**src/rtl/stopwatch_ctrl.sv**
```systemverilog
// stopwatch_ctrl
// Control state machine for the stopwatch. It turns the debounced start/stop
// and lap/reset button levels into one-cycle strobes and steady levels for the
// time counter, the lap capture register and the display mux. A captured lap
// stays on the display for LAP_HOLD_TICKS timebase ticks.
//
// Parameters:
//   LAP_HOLD_TICKS  ticks a captured lap stays on the display (1..4095)
// Ports:
//   clk       in   system clock
//   rst       in   synchronous, active-high reset
//   btn_ss    in   debounced start/stop button level
//   btn_lr    in   debounced lap/reset button level
//   tick      in   one-cycle timebase pulse (100 Hz enable)
//   run       out  count enable for the time counter
//   cnt_clr   out  one-cycle clear strobe for the time counter
//   lap_load  out  one-cycle capture strobe for the lap register
//   lap_clr   out  one-cycle clear strobe for the lap register
//   disp_lap  out  high selects lap digits, low selects live digits
//   lap_num   out  laps taken since the last clear (saturates at 15)
//   state     out  IDLE=0, RUN=1, LAP_VIEW=2, PAUSE=3
module stopwatch_ctrl #(
  parameter int LAP_HOLD_TICKS = 300
) (
  input  logic       clk,
  input  logic       rst,
  input  logic       btn_ss,
  input  logic       btn_lr,
  input  logic       tick,
  output logic       run,
  output logic       cnt_clr,
  output logic       lap_load,
  output logic       lap_clr,
  output logic       disp_lap,
  output logic [3:0] lap_num,
  output logic [1:0] state
);

  typedef enum logic [1:0] {
    IDLE     = 2'd0,
    RUN      = 2'd1,
    LAP_VIEW = 2'd2,
    PAUSE    = 2'd3
  } state_t;

  localparam logic [11:0] HOLD_INIT = 12'(LAP_HOLD_TICKS);

  state_t      cur;
  logic        ss_prev;
  logic        lr_prev;
  logic [11:0] hold_cnt;
  logic        ss_press;
  logic        lr_press;
  logic [3:0]  lap_next;

  // Rising-edge detection. The prev copies reset to 1, so a button held
  // through reset must be released and pressed again to register.
  assign ss_press = btn_ss & ~ss_prev;
  assign lr_press = btn_lr & ~lr_prev;

  // Lap counter saturates at 15; lap_load still pulses beyond that.
  assign lap_next = (lap_num == 4'hF) ? lap_num : lap_num + 4'd1;

  assign state = cur;

  // Single registered FSM. Strobes default low every cycle so each press
  // yields exactly one cycle of strobe. Start/stop is checked before
  // lap/reset in every state, which drops a coincident lap/reset press.
  always_ff @(posedge clk) begin
    if (rst) begin
      cur      <= IDLE;
      run      <= 1'b0;
      cnt_clr  <= 1'b0;
      lap_load <= 1'b0;
      lap_clr  <= 1'b0;
      disp_lap <= 1'b0;
      lap_num  <= 4'd0;
      hold_cnt <= 12'd0;
      ss_prev  <= 1'b1;
      lr_prev  <= 1'b1;
    end else begin
      ss_prev  <= btn_ss;
      lr_prev  <= btn_lr;
      cnt_clr  <= 1'b0;
      lap_load <= 1'b0;
      lap_clr  <= 1'b0;

      case (cur)
        IDLE, PAUSE: begin
          if (ss_press) begin
            cur      <= RUN;
            run      <= 1'b1;
            disp_lap <= 1'b0;
          end else if (lr_press) begin
            cur      <= IDLE;
            run      <= 1'b0;
            disp_lap <= 1'b0;
            cnt_clr  <= 1'b1;
            lap_clr  <= 1'b1;
            lap_num  <= 4'd0;
          end
        end

        RUN: begin
          if (ss_press) begin
            cur      <= PAUSE;
            run      <= 1'b0;
            disp_lap <= 1'b0;
          end else if (lr_press) begin
            cur      <= LAP_VIEW;
            run      <= 1'b1;
            disp_lap <= 1'b1;
            lap_load <= 1'b1;
            lap_num  <= lap_next;
            hold_cnt <= HOLD_INIT;
          end
        end

        LAP_VIEW: begin
          // Pause beats expiry; a re-lap reload beats a coincident tick.
          if (ss_press) begin
            cur      <= PAUSE;
            run      <= 1'b0;
            disp_lap <= 1'b0;
          end else if (lr_press) begin
            lap_load <= 1'b1;
            lap_num  <= lap_next;
            hold_cnt <= HOLD_INIT;
          end else if (tick) begin
            if (hold_cnt != 12'd0) begin
              hold_cnt <= hold_cnt - 12'd1;
            end
            if (hold_cnt <= 12'd1) begin
              cur      <= RUN;
              run      <= 1'b1;
              disp_lap <= 1'b0;
            end
          end
        end

        default: begin
          cur      <= IDLE;
          run      <= 1'b0;
          disp_lap <= 1'b0;
        end
      endcase
    end
  end

endmodule

```
**config.mk**
```make
export PLATFORM = sky130hd
export DESIGN_NAME = stopwatch_ctrl
export DESIGN_NICKNAME = d
export VERILOG_FILES = /design/src/rtl/stopwatch_ctrl.sv
export SDC_FILE = /design/constraint.sdc
export NUM_CORES = 1
export LEC_CHECK = 0
export CAP_MARGIN = 20
export CORE_UTILIZATION = 58
export DETAILED_ROUTE_END_ITERATION = 8
export GPL_TIMING_DRIVEN = 0
export PLACE_DENSITY = 0.8
export SLEW_MARGIN = 40
export SYNTH_ARGS = -nofsm -noshare
export SYNTH_HDL_FRONTEND = slang
export SYNTH_SLANG_ARGS = --single-unit
```
**constraint.sdc**
```tcl
create_clock -name clk -period 5.3 [get_ports clk]
set_input_delay 1.59 -clock clk [delete_from_list [all_inputs] [get_ports clk]]
set_output_delay 1.59 -clock clk [all_outputs]
set_load 0.03 [all_outputs]
```
==> impl_metrics.py <==
metrics = {
    "critical_path": {
        "crit_fanout": 9,
        "critPathMaxStageDelay_ps": 640,
        "worst-path-buf-inv": 2,
        "cp-start-kind": "primary input",
        "cp_slowest_cell": "a2111oi_0",
        "required_ps": 5520,
        "cp_top_family": "compound AO/OA/AOI/OAI gates",
        "cp-end-kind": "register",
        "crit_type": "primary input to register",
        "cp_cell_sequence": "clkdlybuf4s50_1 > nand2b_1 > clkbuf_1 > a2111o_1 > a2111oi_0 > xnor2_1 > nor2_1",
        "arrival_ps": 3730,
    },
    "synthesis": {
        "synth.most_common_cell": "dfxtp_1",
        "mappedNetlistNets": 158,
        "ys_top_cells_by_area": "dfxtp_1, ha_1, a21oi_1",
        "synth.distinct_cells": 43,
        "async_reset_ff_share_pct": 0,
        "syn_area_per_cell_sq_um": 8.90,
        "synth_top_cell_by_area": "dfxtp_1",
        "synth.cell_area_sq_um": 1300,
        "synth_flop_cell": "dfxtp_1",
        "synth_common_cells": "dfxtp_1, a21oi_1, nor2_1",
        "syn_inst": 146,
        "ys_seq_elements": 24,
        "ys_warn_count": 0,
        "synth_top_cell_area_share_pct": 37.0,
        "synth-seq-area-share_pct": 37.0,
        "synth_edf_count": 0,
    },
    "cts": {
        "cts_buffers": 3,
        "root_buffer": "clkbuf_4",
        "clk_latency_ps": 330,
        "cts.path.max_buffers": 2,
        "postCtsSetupBuffers": 0,
        "cts_hold_buf": 0,
        "htree_levels": 1,
        "clock-sinks": 24,
        "path_clk_slew_ps": 120,
        "tritoncts": "built",
        "cts_resized": 0,
    },
    "final_layout": {
        "n_antenna_cell": 0,
        "synthToLayoutAreaGrowth_pct": 16.2,
        "n_fill_cell": 163,
        "multi_input_area_sq_um": 766,
        "seq_area_sq_um": 480,
        "nNetsFinal": 177,
        "drive_gt1_share_pct": 12.8,
    },
    "drt": {
        "wire_per_inst_um": 13.9,
        "wl_um": 2660,
        "drc_errors": 0,
        "ant_nets": 0,
        "vias_per_cell": 5.97,
        "num_vias": 1140,
        "first_pass_iters": 4,
        "drtIter0Drc": 31,
    },
    "global_routing": {
        "grt.overflow.total": 0,
        "grt_max_degree": 14,
        "grt_pass1_wl_um": 4460,
        "antenna_found_initial": 0,
        "track_usage_pct": 24.0,
        "grt_pass1_vias": 1058,
    },
    "timing": {
        "finalSetupTns_ps": 0,
        "fin_crit_ps": 3510,
        "slew_violations": 0,
        "rsz0062_at_grt": "no",
        "finalSetupViolCount": 0,
        "finalHoldViolCount": 0,
        "max_freq_mhz": 285,
        "fin_ws_ps": 1790,
        "maxSlewHeadroom_pct": 55.0,
        "post-route-period-util_pct": 66.3,
        "tightestPinTransition_ps": 658,
        "fin_skew_ps": 12.5,
    },
    "power": {
        "p_leak_nw": 0.547,
        "power_density_nw_per_um2": 257,
        "ir_drop_v": 0.000170,
    },
    "die": {
        "ios": 16,
        "die_w_um": 49.3,
        "dieHeight_um": 49.3,
        "die_area_sq_um": 2430,
        "initial_core_util_pct": 63.6,
        "rows": 16,
        "core_area_sq_um": 2040,
    },
    "place": {
        "dp_hpwl_um": 1970,
        "pre_cts_slack_ps": 1420,
        "numPortBuffers": 14,
        "gp_congestion": 0.818,
    },
    "run_status": {
        "outcome": "completed",
    },
    "run": {
        "maxCapViolations": 0,
    },
    "min_path": {
        "hp-class": "register to register",
    },
}
==> worst paths after layout <==
kind / slack (ps) / cells past startpoint / startpoint / endpoint
worst min-delay path: 470 / 2 / disp_lap / disp_lap
worst max-delay path: 1790 / 7 / btn_lr / hold_cnt[4]
worst min register to register: 470 / 2 / disp_lap / disp_lap
worst max register to register: 2740 / 8 / state[0] / lap_num[2]
==> sequential cells by signal (all words and copies together), names as in the netlist <==
signal and flops:
ss_prev 1, run 1, lr_prev 1, lap_clr 1, hold_cnt 12, lap_num 4
state 2, lap_load 1, disp_lap 1
==> cell usage in the layout, fill, tap and decap left out, drive strengths merged, types with 2 or more instances in the layout <==
cell and n:
or2 3, dfxtp 24, a21oi 14, a311oi 2, nor3 3, nand3 3, clkdlybuf4s50 14, a31oi 2
ha 7, inv 8, clkbuf 8, a211oi 2, nor2b 2, a2111o 2, or3 4, nand2b 3
nor4 4, xnor2 4, nor2 15, nand2 6, or4 7, o41ai 2, nand3b 2, o21ai 7
o31ai 2, or4b 2
==> area by class of cell <==
class                      count  share of cell area [%]
buffer                         5                    1.49
clock buffer                   4                    2.40
inverter                       8                    1.99
multi-input combinational    109                    50.7
sequential                    24                    31.8
tap                           27                    2.24
timing repair buffer          14                    9.29
==> through the flow <==
step	hold WS [ps]	instance area, sq um	power (W)	std cells	utilization (%)
finish	466	1510	0.000387	191	73.9
global route	507	1510	0.000404	191	73.9
CTS	470	1510	0.000386	191	73.9
detailed placement	452	1470	0.000290	187	72.1
global placement	447	1470	0.000287	187	72.1
floorplan	450	1300	0.000268	146	-
==> layer usage <==
metal	GRT usage [%]	wire, um
met2	40.2	1200
met5	0	0
met3	4.05	84
met1	30.5	1340
met4	8.82	38
==> cell families after synthesis <==
| family | synth area share, % |
|---|---|
| buffers and inverters | 4.05 |
| adder cells (fa/ha/maj) | 6.74 |
| AO/OA/AOI/OAI | 19.2 |
| multiplexers | 1.93 |
| flip-flops | 37.0 |
| XOR/XNOR | 2.70 |
| AND/OR/NAND/NOR | 28.4 |
==> report_power, final <==
part / switching (W) / internal (W)
combinational: 0.0000529 / 0.0000389
clock: 0.0000579 / 0.0000421
sequential: 0.00000750 / 0.000188
total: 0.000118 / 0.000269
==> worst reg2reg max path, stage by stage (launching register included) <==
cell and delay (ps):
dfxtp_1 410, inv_1 60, ha_1 300, clkbuf_1 340
inv_1 150, ha_1 210, a2111o_1 380, or4b_1 500
a21oi_1 150
Note: power is estimated with default switching activity, not from simulation.
